`src/rtl/tx_packet_assembler_if.sv`:
```
// Bundle of key-stage inputs and packet-side outputs for the TX packet assembler.
// The slave modport is the assembler side; the master modport is the operator/downstream side.
interface tx_packet_assembler_if #(
  parameter int DATA_W    = 8,
  parameter int MAX_BYTES = 16,
  parameter int ID_W      = 2,
  parameter int LEN_W     = 4,
  parameter int CNT_W     = 8
) ();
  localparam int PKT_W = 2*ID_W + LEN_W + MAX_BYTES*DATA_W;
  localparam int BC_W  = $clog2(MAX_BYTES+1);

  logic              load_n;
  logic [1:0]        mode;
  logic [DATA_W-1:0] data;
  logic              pkt_ready;
  logic [PKT_W-1:0]  tx_packet;
  logic              pkt_valid;
  logic              header_done;
  logic              data_done;
  logic              test_mode;
  logic [BC_W-1:0]   byte_count;
  logic [1:0]        err;
  logic [CNT_W-1:0]  pkt_count;

  modport slave (
    input  load_n, mode, data, pkt_ready,
    output tx_packet, pkt_valid, header_done, data_done, test_mode,
           byte_count, err, pkt_count
  );

  modport master (
    output load_n, mode, data, pkt_ready,
    input  tx_packet, pkt_valid, header_done, data_done, test_mode,
           byte_count, err, pkt_count
  );
endinterface

```
`src/rtl/tx_packet_assembler.sv`:
```
// Builds a header + payload packet from synchronised key presses and offers it
// downstream over valid/ready; tracks sequence/overflow errors and completed packets.
module tx_packet_assembler #(
  parameter int DATA_W    = 8,
  parameter int MAX_BYTES = 16,
  parameter int ID_W      = 2,
  parameter int LEN_W     = 4,
  parameter int CNT_W     = 8
) (
  input  logic               clk,
  input  logic               rst,
  tx_packet_assembler_if.slave bus
);
  // state  | meaning
  // IDLE   | no header for the current packet
  // HDR    | header latched, no payload bytes yet
  // FILL   | 0 < byte_count < target length
  // FULL   | byte_count == target length, ready to send
  // SEND   | packet offered downstream, waiting for pkt_ready
  localparam int HDR_W = 2*ID_W + LEN_W;
  localparam int PAY_W = MAX_BYTES*DATA_W;
  localparam int PKT_W = HDR_W + PAY_W;
  localparam int BC_W  = $clog2(MAX_BYTES+1);

  typedef enum logic [2:0] {S_IDLE, S_HDR, S_FILL, S_FULL, S_SEND} state_t;

  state_t            state_q, state_d;
  logic [2:0]        sync_q, sync_d;
  logic [PKT_W-1:0]  tx_packet_q, tx_packet_d;
  logic              header_done_q, header_done_d;
  logic              data_done_q, data_done_d;
  logic              test_mode_q, test_mode_d;
  logic [BC_W-1:0]   byte_count_q, byte_count_d;
  logic [1:0]        err_q, err_d;
  logic [CNT_W-1:0]  pkt_count_q, pkt_count_d;

  logic              press, press_clr, handshake;
  logic [LEN_W-1:0]  len_field;
  logic [BC_W-1:0]   target, byte_inc;

  // sync_q[0..2] are s1..s3; a press is the first cycle s2 sees the key low
  assign sync_d    = {sync_q[1:0], bus.load_n};
  assign press     = sync_q[2] & ~sync_q[1];
  assign press_clr = press && (bus.mode == 2'b00);
  assign handshake = (state_q == S_SEND) && bus.pkt_ready;
  assign len_field = tx_packet_q[PKT_W-2*ID_W-1 -: LEN_W];
  assign byte_inc  = byte_count_q + BC_W'(1);

  always_comb begin
    target = BC_W'(MAX_BYTES);
    if (len_field != '0 && int'(len_field) <= MAX_BYTES)
      target = BC_W'(len_field);
  end

  always_ff @(posedge clk) begin
    if (rst) state_q <= S_IDLE;
    else     state_q <= state_d;
  end

  always_comb begin
    state_d = state_q;
    if (press_clr) begin
      state_d = S_IDLE;
    end else begin
      case (state_q)
        S_IDLE: if (press && bus.mode == 2'b01) state_d = S_HDR;
        S_HDR, S_FILL: begin
          if (press && bus.mode == 2'b01) state_d = S_HDR;
          else if (press && bus.mode == 2'b10)
            state_d = (byte_inc == target) ? S_FULL : S_FILL;
        end
        S_FULL: begin
          if (press && bus.mode == 2'b01)      state_d = S_HDR;
          else if (press && bus.mode == 2'b11) state_d = S_SEND;
        end
        S_SEND:  if (handshake) state_d = S_IDLE;
        default: state_d = S_IDLE;
      endcase
    end
  end

  // handshake is applied first; a clear press then overrides, other presses in SEND drop
  always_comb begin
    tx_packet_d   = tx_packet_q;
    header_done_d = header_done_q;
    data_done_d   = data_done_q;
    test_mode_d   = test_mode_q;
    byte_count_d  = byte_count_q;
    err_d         = err_q;
    pkt_count_d   = pkt_count_q;
    if (handshake) begin
      pkt_count_d   = pkt_count_q + CNT_W'(1);
      header_done_d = 1'b0;
      data_done_d   = 1'b0;
      byte_count_d  = '0;
    end
    if (press_clr) begin
      tx_packet_d   = '0;
      header_done_d = 1'b0;
      data_done_d   = 1'b0;
      test_mode_d   = 1'b0;
      byte_count_d  = '0;
      err_d         = '0;
    end else if (press && state_q != S_SEND) begin
      case (bus.mode)
        2'b01: begin
          tx_packet_d   = {bus.data[HDR_W-1:0], {PAY_W{1'b0}}};
          byte_count_d  = '0;
          header_done_d = 1'b1;
          data_done_d   = 1'b0;
        end
        2'b10: begin
          if (state_q == S_IDLE) begin
            err_d[0] = 1'b1;
          end else if (state_q == S_FULL) begin
            err_d[1] = 1'b1;
          end else begin
            for (int i = 0; i < MAX_BYTES; i++)
              if (byte_count_q == BC_W'(i))
                tx_packet_d[PAY_W-1-i*DATA_W -: DATA_W] = bus.data;
            byte_count_d = byte_inc;
            data_done_d  = (byte_inc == target);
          end
        end
        2'b11: if (state_q != S_FULL) test_mode_d = 1'b1;
        default: ;
      endcase
    end
  end

  always_ff @(posedge clk) begin
    if (rst) begin
      sync_q        <= 3'b111;
      tx_packet_q   <= '0;
      header_done_q <= 1'b0;
      data_done_q   <= 1'b0;
      test_mode_q   <= 1'b0;
      byte_count_q  <= '0;
      err_q         <= '0;
      pkt_count_q   <= '0;
    end else begin
      sync_q        <= sync_d;
      tx_packet_q   <= tx_packet_d;
      header_done_q <= header_done_d;
      data_done_q   <= data_done_d;
      test_mode_q   <= test_mode_d;
      byte_count_q  <= byte_count_d;
      err_q         <= err_d;
      pkt_count_q   <= pkt_count_d;
    end
  end

  assign bus.tx_packet   = tx_packet_q;
  assign bus.pkt_valid   = (state_q == S_SEND);
  assign bus.header_done = header_done_q;
  assign bus.data_done   = data_done_q;
  assign bus.test_mode   = test_mode_q;
  assign bus.byte_count  = byte_count_q;
  assign bus.err         = err_q;
  assign bus.pkt_count   = pkt_count_q;
endmodule
```
`src/flat_wrapper.sv`:
```
// flat-port wrapper written by rule: the top's interface ports become plain ports
module tx_packet_assembler_flat 
#(
  parameter int DATA_W    = 8,
  parameter int MAX_BYTES = 16,
  parameter int ID_W      = 2,
  parameter int LEN_W     = 4,
  parameter int CNT_W     = 8
)
  (clk, rst, bus_load_n, bus_mode, bus_data, bus_pkt_ready, bus_tx_packet, bus_pkt_valid, bus_header_done, bus_data_done, bus_test_mode, bus_byte_count, bus_err, bus_pkt_count);
  tx_packet_assembler_if #(.DATA_W(DATA_W), .MAX_BYTES(MAX_BYTES), .ID_W(ID_W), .LEN_W(LEN_W), .CNT_W(CNT_W)) bus_i ();
  input  logic clk;
  input  logic rst;
  input wire logic [$bits(bus_i.load_n)-1:0] bus_load_n;
  input wire logic [$bits(bus_i.mode)-1:0] bus_mode;
  input wire logic [$bits(bus_i.data)-1:0] bus_data;
  input wire logic [$bits(bus_i.pkt_ready)-1:0] bus_pkt_ready;
  output wire logic [$bits(bus_i.tx_packet)-1:0] bus_tx_packet;
  output wire logic [$bits(bus_i.pkt_valid)-1:0] bus_pkt_valid;
  output wire logic [$bits(bus_i.header_done)-1:0] bus_header_done;
  output wire logic [$bits(bus_i.data_done)-1:0] bus_data_done;
  output wire logic [$bits(bus_i.test_mode)-1:0] bus_test_mode;
  output wire logic [$bits(bus_i.byte_count)-1:0] bus_byte_count;
  output wire logic [$bits(bus_i.err)-1:0] bus_err;
  output wire logic [$bits(bus_i.pkt_count)-1:0] bus_pkt_count;
  assign bus_i.load_n = bus_load_n;
  assign bus_i.mode = bus_mode;
  assign bus_i.data = bus_data;
  assign bus_i.pkt_ready = bus_pkt_ready;
  assign bus_tx_packet = bus_i.tx_packet;
  assign bus_pkt_valid = bus_i.pkt_valid;
  assign bus_header_done = bus_i.header_done;
  assign bus_data_done = bus_i.data_done;
  assign bus_test_mode = bus_i.test_mode;
  assign bus_byte_count = bus_i.byte_count;
  assign bus_err = bus_i.err;
  assign bus_pkt_count = bus_i.pkt_count;
  tx_packet_assembler #(.DATA_W(DATA_W), .MAX_BYTES(MAX_BYTES), .ID_W(ID_W), .LEN_W(LEN_W), .CNT_W(CNT_W)) u_core (.clk(clk), .rst(rst), .bus(bus_i));
endmodule
```
`config.mk`:
```
export PLATFORM = sky130hd
export DESIGN_NAME = tx_packet_assembler_flat
export DESIGN_NICKNAME = d
export VERILOG_FILES = /design/src/rtl/tx_packet_assembler_if.sv /design/src/rtl/tx_packet_assembler.sv /design/src/flat_wrapper.sv
export SDC_FILE = /design/constraint.sdc
export NUM_CORES = 1
export LEC_CHECK = 0
export CAP_MARGIN = 15
export CORE_MARGIN = 10
export CORE_UTILIZATION = 48
export DETAILED_ROUTE_END_ITERATION = 16
export GPL_ROUTABILITY_DRIVEN = 1
export GPL_TIMING_DRIVEN = 0
export PLACE_DENSITY_LB_ADDON = 0.08
export SLEW_MARGIN = 0
export SYNTH_ARGS = -nofsm -noshare
export SYNTH_HDL_FRONTEND = slang
export SYNTH_SLANG_ARGS = --single-unit
export TNS_END_PERCENT = 1
```
`constraint.sdc`:
```
create_clock -name clk -period 3.8 [get_ports clk]
set_clock_uncertainty 0.05 [all_clocks]
set_input_delay 1.14 -clock clk [delete_from_list [all_inputs] [get_ports clk]]
set_output_delay 1.14 -clock clk [all_outputs]
set_load 0.05 [all_outputs]
```
==> results of run 1 <==
## metal layers
metal | track usage | share of wire
met3 | 0.0758 | 0.084
met5 | 0 | 0
met4 | 0.0637 | 0.013
met1 | 0.248 | 0.41
met2 | 0.360 | 0.49
## cells by family (layout without fill, tap and decap cells)
logic type      after synthesis  count (layout)  synth area share
flops                       160             160             0.531
mux                           1               1           0.00166
xor+xnor                     15              15            0.0218
buf+inv                      63             262            0.0490
fa+ha+maj                    10              10            0.0208
compound gates              180             180             0.221
simple gates                184             184             0.155
## registers in the layout, summed over array words and instances, names as in the netlist
register and count:
u_core.bus.byte_count 5, u_core.bus.err 2, u_core.sync_q 3, u_core.state_q 3, u_core.bus.data_done 1, u_core.bus.header_done 1
u_core.bus.test_mode 1, u_core.bus.pkt_count 8, u_core.bus.tx_packet 136
## power by group
group,switching [uW],total (uW),leakage (uW),internal [uW]
Sequential,5.28,1690,0.00129,1690
Clock,680,1780,0.000296,1100
Combinational,138,193,0.00144,55.4
## cell type report
class | count | area share
sequential | 160 | 0.375
multi-input combinational | 390 | 0.296
timing repair buffer | 168 | 0.197
clock buffer | 17 | 0.0498
buffer | 56 | 0.0315
tap | 168 | 0.0246
clock inverter | 14 | 0.0224
inverter | 7 | 0.00308
## per-stage QoR
stage | power, uW | hold slack (ps)
6_report | 3660 | 364
3_5_place_dp | 1920 | 350
4_1_cts | 3660 | 369
3_3_place_gp | 1910 | 346
5_1_grt | 3760 | 375
2_1_floorplan | 1850 | 339
## layout by cell type, fill, tap and decap left out, types with 3 or more instances in the layout
master	n
nand2_1	38
inv_1	7
buf_1	6
clkinv_2	4
clkbuf_16	17
clkinvlp_4	3
o21ai_0	60
nor2_1	24
xor2_1	9
nand2b_1	10
a32o_1	60
clkdlybuf4s50_1	168
a21oi_1	22
and3_1	8
and2_1	16
clkbuf_1	30
nand2_2	3
buf_2	14
nor4_1	3
or2_2	4
nand3_1	65
bufinv_16	4
xnor2_1	6
dfxtp_1	160
o22ai_1	3
buf_6	5
a31oi_1	7
ha_1	10
a22o_1	20
## worst paths after layout
path / startpoint / slack (ps) / end / depth (start not counted)
setup / recovery: bus_mode[0] / 200 / u_core.bus.tx_packet[89]$_SDFFE_PP0P_ / 9
setup reg to reg: u_core.sync_q[2]$_SDFF_PP1_ / 1280 / u_core.bus.byte_count[2]$_SDFF_PP0_ / 7
hold / removal: u_core.sync_q[0]$_SDFF_PP1_ / 360 / u_core.sync_q[1]$_SDFF_PP1_ / 1
hold reg to reg: u_core.sync_q[0]$_SDFF_PP1_ / 360 / u_core.sync_q[1]$_SDFF_PP1_ / 1
## worst reg2reg max path, delay by kind of cell, from the launching register on
family	cells	cell delay, ps
buffers and inverters	3	1000
flip-flops	1	300
AND/OR/NAND/NOR	2	260
AO/OA/AOI/OAI	2	800
==> run summary, run 1 <==
io pins: 169
Setup Buffers After CTS: 0
area growth from synthesis to layout: 41.6%
clk sinks: 160
largest net degree at the start of global routing: 17
Critical Path Max Stage Delay: 570 ps
slew margin rel.: 0.563
Lkg Pwr: 0.00302 uW
Layout Nets: 824
synthesized instance count: 613
Final setup viols: 0
min-delay worst type: flop to flop
Util after Layout: 0.702
CP top delay family: buffers and inverters
first-pass GRT wire length: 30.2 mm
Mapped Nets: 637
worst slack at placement: -184 ps
Mapped Area: 6030 um2
port bufs: 168
design area: 8540 um2
Synth cell types: 42
register area: 3200 um2
pwr dens: 429 nW/um2
DP Cell Count: 949
Fmax: 278 MHz
Clock Tree Buf Depth: 2
status: finished, final reports clean
die width: 132 um
Vias: 5605
setup ws final: 197 ps
Post-synth top cells: 160 x dfxtp_1, 65 x nand3_1, 60 x a32o_1, 60 x o21ai_0, 38 x nand2_1
Worst Path Arrival: 3860 ps
post-route setup TNS: 0 ps
peak supply drop: 304 uV
CP endpoint kind: flop
leading cell type by number of instances after synthesis: dfxtp_1
routability cong.: 0.844
Multi-input gate area: 2530 um2
CP max stage cell: a2111oi_4
Rows: 40
fin crit share: 0.948
clk_lat worst skew: 420 ps
Final Hold Fails: 0
Antenna Violating Nets Remaining: 0
number of global-route vias before repair: 5538
grt ovf: 0
CTS H-tree depth: 4
initial antenna violation count: 0
dpl cell area: 7920 um2
Slew Limit Fails: 0
core area: 12200 um2
# diodes: 0
WS Path Type: input port to flop
first drt pass iteration count: 5
full die area: 17400 um2
post-route minimum period: 3600 ps
Total GRT Usage: 0.214
residual DRC count: 0
Cell Chain, Critical Path: clkdlybuf4s50_1, inv_1, ha_1, or2_1, a2111oi_4, buf_6, nand2_1, clkbuf_1, a32o_1
Primary FF master, synth: dfxtp_1
post-detail-place hpwl: 14.4 mm
vias per cell: 5.72
CTS root buf: clkbuf_16
Critical Path Source Type: input port
synthesized flop and latch total: 160
fillers: 960
Synth Area per Inst: 9.83 um2
CP Buf/Inv Count: 4
post_cts resized: 0
Max Fanout on Critical Path: 10
Die Ht: 132 um
Post-synth EDFFs: 0
Initial Utilization: 0.496
WL per Instance: 19.7 um
fin cells: 980
synth warn: 0
layout cell share with drive strength beyond 1: 0.0739
CTS Hold Buffers Added: 0
Async SR Flop Fraction: 0
CTS tree: done
Reg clk slew, reported paths: 60 ps
top cell type's share of synthesized area: 0.531
final wirelength: 19.4 mm
top cells by area, synth: dfxtp_1 53%, a32o_1 10%, nand3_1 5.4%, o21ai_0 5.0%, a22o_1 2.9%
Slew @ Worst Pin: 649 ps
number of DRC markers in iteration 0: 490
RSZ-0062 raised after global routing: false
Max Cap Violations: 0
Seq/Total Area, Yosys: 0.531
required time worst endpoint: 4050 ps
Synth area leader: dfxtp_1
total CTS buffers: 17
No activity file was read; power rests on OpenSTA's default activity.
==> run 2: changes to the inputs <==
- CORE_MARGIN: 10 -> 2
==> run summary, run 2 (same netlist as run 1, synthesis figures left out) <==
status: finished, final reports clean
Worst Path Arrival: 3840 ps
vias per cell: 5.70
Clock Tree Buf Depth: 2
Die Ht: 116 um
Antenna Violating Nets Remaining: 0
met2 WL: 8.97 mm
Final Hold Fails: 0
WL per Instance: 18.6 um
Slew Limit Fails: 0
max reg flops: 136
Setup crit start: bus_mode[0]
area growth from synthesis to layout: 41.7%
most common cell after layout, fill and taps aside: clkdlybuf4s50_1
pwr dens: 429 nW/um2
core area: 12100 um2
total CTS buffers: 17
post-route setup TNS: 0 ps
Util after Layout: 0.705
first-pass GRT wire length: 28.4 mm
clk_lat worst skew: 420 ps
residual DRC count: 0
Layout Nets: 824
initial antenna violation count: 0
min-delay worst type: flop to flop
Lkg Pwr: 0.00303 uW
Initial Utilization: 0.498
peak supply drop: 283 uV
top layer in use: met4
required time worst endpoint: 4060 ps
routability cong.: 0.830
# diodes: 0
commonest cells after routing, fill and taps aside: 168 x clkdlybuf4s50_1, 160 x dfxtp_1, 65 x nand3_1
full die area: 13500 um2
Max Cap Violations: 0
first drt pass iteration count: 5
Max Fanout on Critical Path: 10
CP endpoint kind: flop
CTS H-tree depth: 4
CTS tree: done
post-route minimum period: 3580 ps
die width: 116 um
Critical Path Source Type: input port
io pins: 169
port bufs: 168
met3 WL: 1.23 mm
Vias: 5588
layout cell share with drive strength beyond 1: 0.0726
largest net degree at the start of global routing: 17
Rows: 40
post_cts resized: 0
M1 wire length: 7.72 mm
Hold Path Origin: u_core.sync_q[0]$_SDFF_PP1_
Fmax: 279 MHz
CTS root buf: clkbuf_16
Reg-to-Reg Start: u_core.sync_q[2]$_SDFF_PP1_
setup ws final: 216 ps
fin crit share: 0.943
worst slack at placement: -145 ps
slew margin rel.: 0.571
WS Path Type: input port to flop
CTS Hold Buffers Added: 0
Reg clk slew, reported paths: 60 ps
Final setup viols: 0
number of global-route vias before repair: 5368
final wirelength: 18.2 mm
Setup Buffers After CTS: 0
Total GRT Usage: 0.275
RSZ-0062 raised after global routing: false
Slew @ Worst Pin: 636 ps
post-detail-place hpwl: 13.3 mm
clk sinks: 160
number of DRC markers in iteration 0: 483
grt ovf: 0
-- run 2: final timing paths --
kind                                                 to  slack, ps  cells past startpoint
hold reg to reg             u_core.sync_q[1]$_SDFF_PP1_        360                      1
setup / recovery  u_core.bus.tx_packet[91]$_SDFFE_PP0P_        220                      9
hold / removal              u_core.sync_q[1]$_SDFF_PP1_        360                      1
setup reg to reg  u_core.bus.tx_packet[45]$_SDFFE_PP0P_       1350                      6
-- run 2: where the power goes --
group,internal [uW],total (uW),switching [uW]
sequential,1690,1690,5.29
combinational,55.4,193,138
clock,1130,1780,655
total,2870,3670,798
-- run 2: worst max-delay path, cell delays in order --
cell,delay (ps)
clkdlybuf4s50_1,510
inv_1,80
ha_1,310
or2_1,310
a2111oi_4,570
buf_6,230
nand2_1,80
clkbuf_1,270
a32o_1,340
-- run 2: final cells by class --
class	instances	area, um2
Buffer	56	269
Clock inverter	11	161
Sequential cell	160	3200
Timing Repair Buffer	168	1680
Fill cell	980	3570
Inverter	7	26.3
Tap cell	168	210
Multi-Input combinational cell	390	2530
Clock buffer	21	460
-- run 2: metrics by stage --
stage / hold WS [ps] / cells / total power, uW / instance area, um2
after global routing: 388 / 981 / 3770 / 8540
after floorplan: 339 / 613 / 1850 / 6030
final: 363 / 981 / 3670 / 8540
after detailed placement: 351 / 949 / 1920 / 7920
after global placement: 349 / 949 / 1910 / 7920
after CTS: 368 / 981 / 3680 / 8540
-- run 2: routing by layer --
| metal | vias to the layer above | global-route usage |
|---|---|---|
| li1 | 2637 | - |
| met1 | 2694 | 0.345 |
| met2 | 227 | 0.463 |
| met3 | 30 | 0.0753 |
| met4 | 0 | 0.0905 |
| met5 | - | 0 |
==> run 3: changes to the inputs <==
--- a/config.mk
+++ b/config.mk
@@ -6,7 +6,6 @@
 export NUM_CORES = 1
 export LEC_CHECK = 0
-export CAP_MARGIN = 15
 export CORE_MARGIN = 2
-export CORE_UTILIZATION = 48
+export CORE_UTILIZATION = 51
 export DETAILED_ROUTE_END_ITERATION = 16
 export GPL_ROUTABILITY_DRIVEN = 1
==> constraint.sdc (replaced) <==
create_clock -name clk -period 4.3 [get_ports clk]
set_clock_uncertainty 0.05 [all_clocks]
set_input_delay 1.075 -clock clk [delete_from_list [all_inputs] [get_ports clk]]
set_output_delay 1.075 -clock clk [all_outputs]
set_load 0.05 [all_outputs]
==> run summary, run 3 (same netlist as run 1, synthesis figures left out) <==
CTS root buf: clkbuf_16
Final setup viols: 0
Antenna Violating Nets Remaining: 0
Reg clk slew, reported paths: 60 ps
die width: 113 um
total CTS buffers: 17
vias per cell: 5.88
WS Path Type: input port to flop
post_cts resized: 0
met3 WL: 1.13 mm
slew margin rel.: 0.572
first drt pass iteration count: 6
Die Ht: 113 um
overall power: 3020 uW
# diodes: 0
WL per Instance: 18.8 um
clk sinks: 160
sw power: 689 uW
required time worst endpoint: 4560 ps
fraction of power consumed by sequential logic: 0.495
first-pass GRT wire length: 28.6 mm
clk_lat worst skew: 420 ps
post-route setup TNS: 0 ps
Max Fanout on Critical Path: 10
Slew @ Worst Pin: 638 ps
switching share of power: 0.228
residual DRC count: 0
Final Hold Fails: 0
CP endpoint kind: flop
pwr dens: 359 nW/um2
peak supply drop: 310 uV
fin crit share: 0.806
layout cell share with drive strength beyond 1: 0.0677
Worst Path Arrival: 3720 ps
M1 wire length: 7.53 mm
Clock Tree Buf Depth: 2
CTS Hold Buffers Added: 0
port bufs: 168
number of global-route vias before repair: 5490
clock network fraction of total power: 0.449
Critical Path Source Type: input port
most common cell after layout, fill and taps aside: clkdlybuf4s50_1
logic gate share of total power: 0.056
final wirelength: 18.0 mm
grt ovf: 0
post-route minimum period: 3460 ps
post-detail-place hpwl: 13.0 mm
Vias: 5612
number of DRC markers in iteration 0: 510
commonest cells after routing, fill and taps aside: 168 x clkdlybuf4s50_1, 160 x dfxtp_1, 65 x nand3_1
full die area: 12700 um2
CTS H-tree depth: 4
Total GRT Usage: 0.284
area growth from synthesis to layout: 39.7%
Rows: 39
max reg flops: 136
RSZ-0062 raised after global routing: false
initial antenna violation count: 0
CP max stage cell: a2111oi_4
fillers: 859
Initial Utilization: 0.526
Lkg Pwr: 0.00298 uW
routability cong.: 0.853
met2 WL: 9.00 mm
largest net degree at the start of global routing: 17
Cell Chain, Critical Path: clkdlybuf4s50_1, inv_1, ha_1, or2_1, a2111oi_4, buf_6, nand2_1, clkbuf_1, a32o_1
Max Cap Violations: 0
CTS tree: done
top layer in use: met4
Slew Limit Fails: 0
Critical Path Max Stage Delay: 550 ps
Layout Nets: 824
status: finished, final reports clean
core area: 11500 um2
min-delay worst type: flop to flop
Setup Buffers After CTS: 0
Pint: 2330 uW
io pins: 169
Fmax: 289 MHz
-- run 3: cell count changes in the layout (fill, tap and decap cells not counted), sizes merged --
cell / previous run / this run
bufinv: 4 / 0
clkbuf: 51 / 56
clkinv: 6 / 3
clkinvlp: 1 / 2
-- run 3: power groups by stage --
stage	clock network (uW)	logic [uW]	registers [uW]
after global placement	0	162	1530
after CTS	1360	168	1490
after detailed placement	0	167	1530
after global routing	1430	183	1490
after floorplan	0	83.0	1550
final	1360	171	1490
-- run 3: final timing paths --
path                                                   from                                    end  slack, ps  depth (start not counted)
worst min-delay path            u_core.sync_q[0]$_SDFF_PP1_            u_core.sync_q[1]$_SDFF_PP1_        360                          1
worst min register to register  u_core.sync_q[0]$_SDFF_PP1_            u_core.sync_q[1]$_SDFF_PP1_        360                          1
worst max-delay path                            bus_mode[0]  u_core.bus.tx_packet[68]$_SDFFE_PP0P_        840                          9
worst max register to register  u_core.sync_q[2]$_SDFF_PP1_  u_core.bus.tx_packet[47]$_SDFFE_PP0P_       1650                          7
-- run 3: through the flow --
| stage | utilization | hold slack, ps | cells | instance area (um2) | worst slack [ps] |
|---|---|---|---|---|---|
| 6_report | 0.734 | 359 | 955 | 8420 | 835 |
| 5_1_grt | 0.734 | 392 | 955 | 8420 | 685 |
| 4_1_cts | 0.734 | 359 | 955 | 8420 | 855 |
| 3_5_place_dp | 0.688 | 345 | 924 | 7890 | 446 |
| 3_3_place_gp | 0.688 | 342 | 924 | 7890 | 513 |
| 2_1_floorplan | - | 339 | 613 | 6030 | 1320 |
-- run 3: area by class of cell --
type / count / area [um2] / share of cell area
Inverter: 7 / 26.3 / 0.00312
Timing Repair Buffer: 168 / 1680 / 0.200
Multi-Input combinational cell: 390 / 2530 / 0.300
Clock buffer: 26 / 499 / 0.0593
Tap cell: 143 / 179 / 0.0213
Clock inverter: 5 / 30.0 / 0.00357
Sequential cell: 160 / 3200 / 0.381
Buffer: 56 / 269 / 0.0320
-- run 3: critical path: cells and delay by family --
kind	cells	cell delay [ps]
AO/OA/AOI/OAI	2	890
buffers and inverters	4	1070
AND/OR/NAND/NOR	2	380
adder cells (fa/ha/maj)	1	310
-- run 3: layer usage --
layer | vias to the layer above | track usage
met4 | 0 | 0.101
met1 | 2721 | 0.355
met3 | 29 | 0.0675
li1 | 2629 | -
met2 | 233 | 0.481
met5 | - | 0
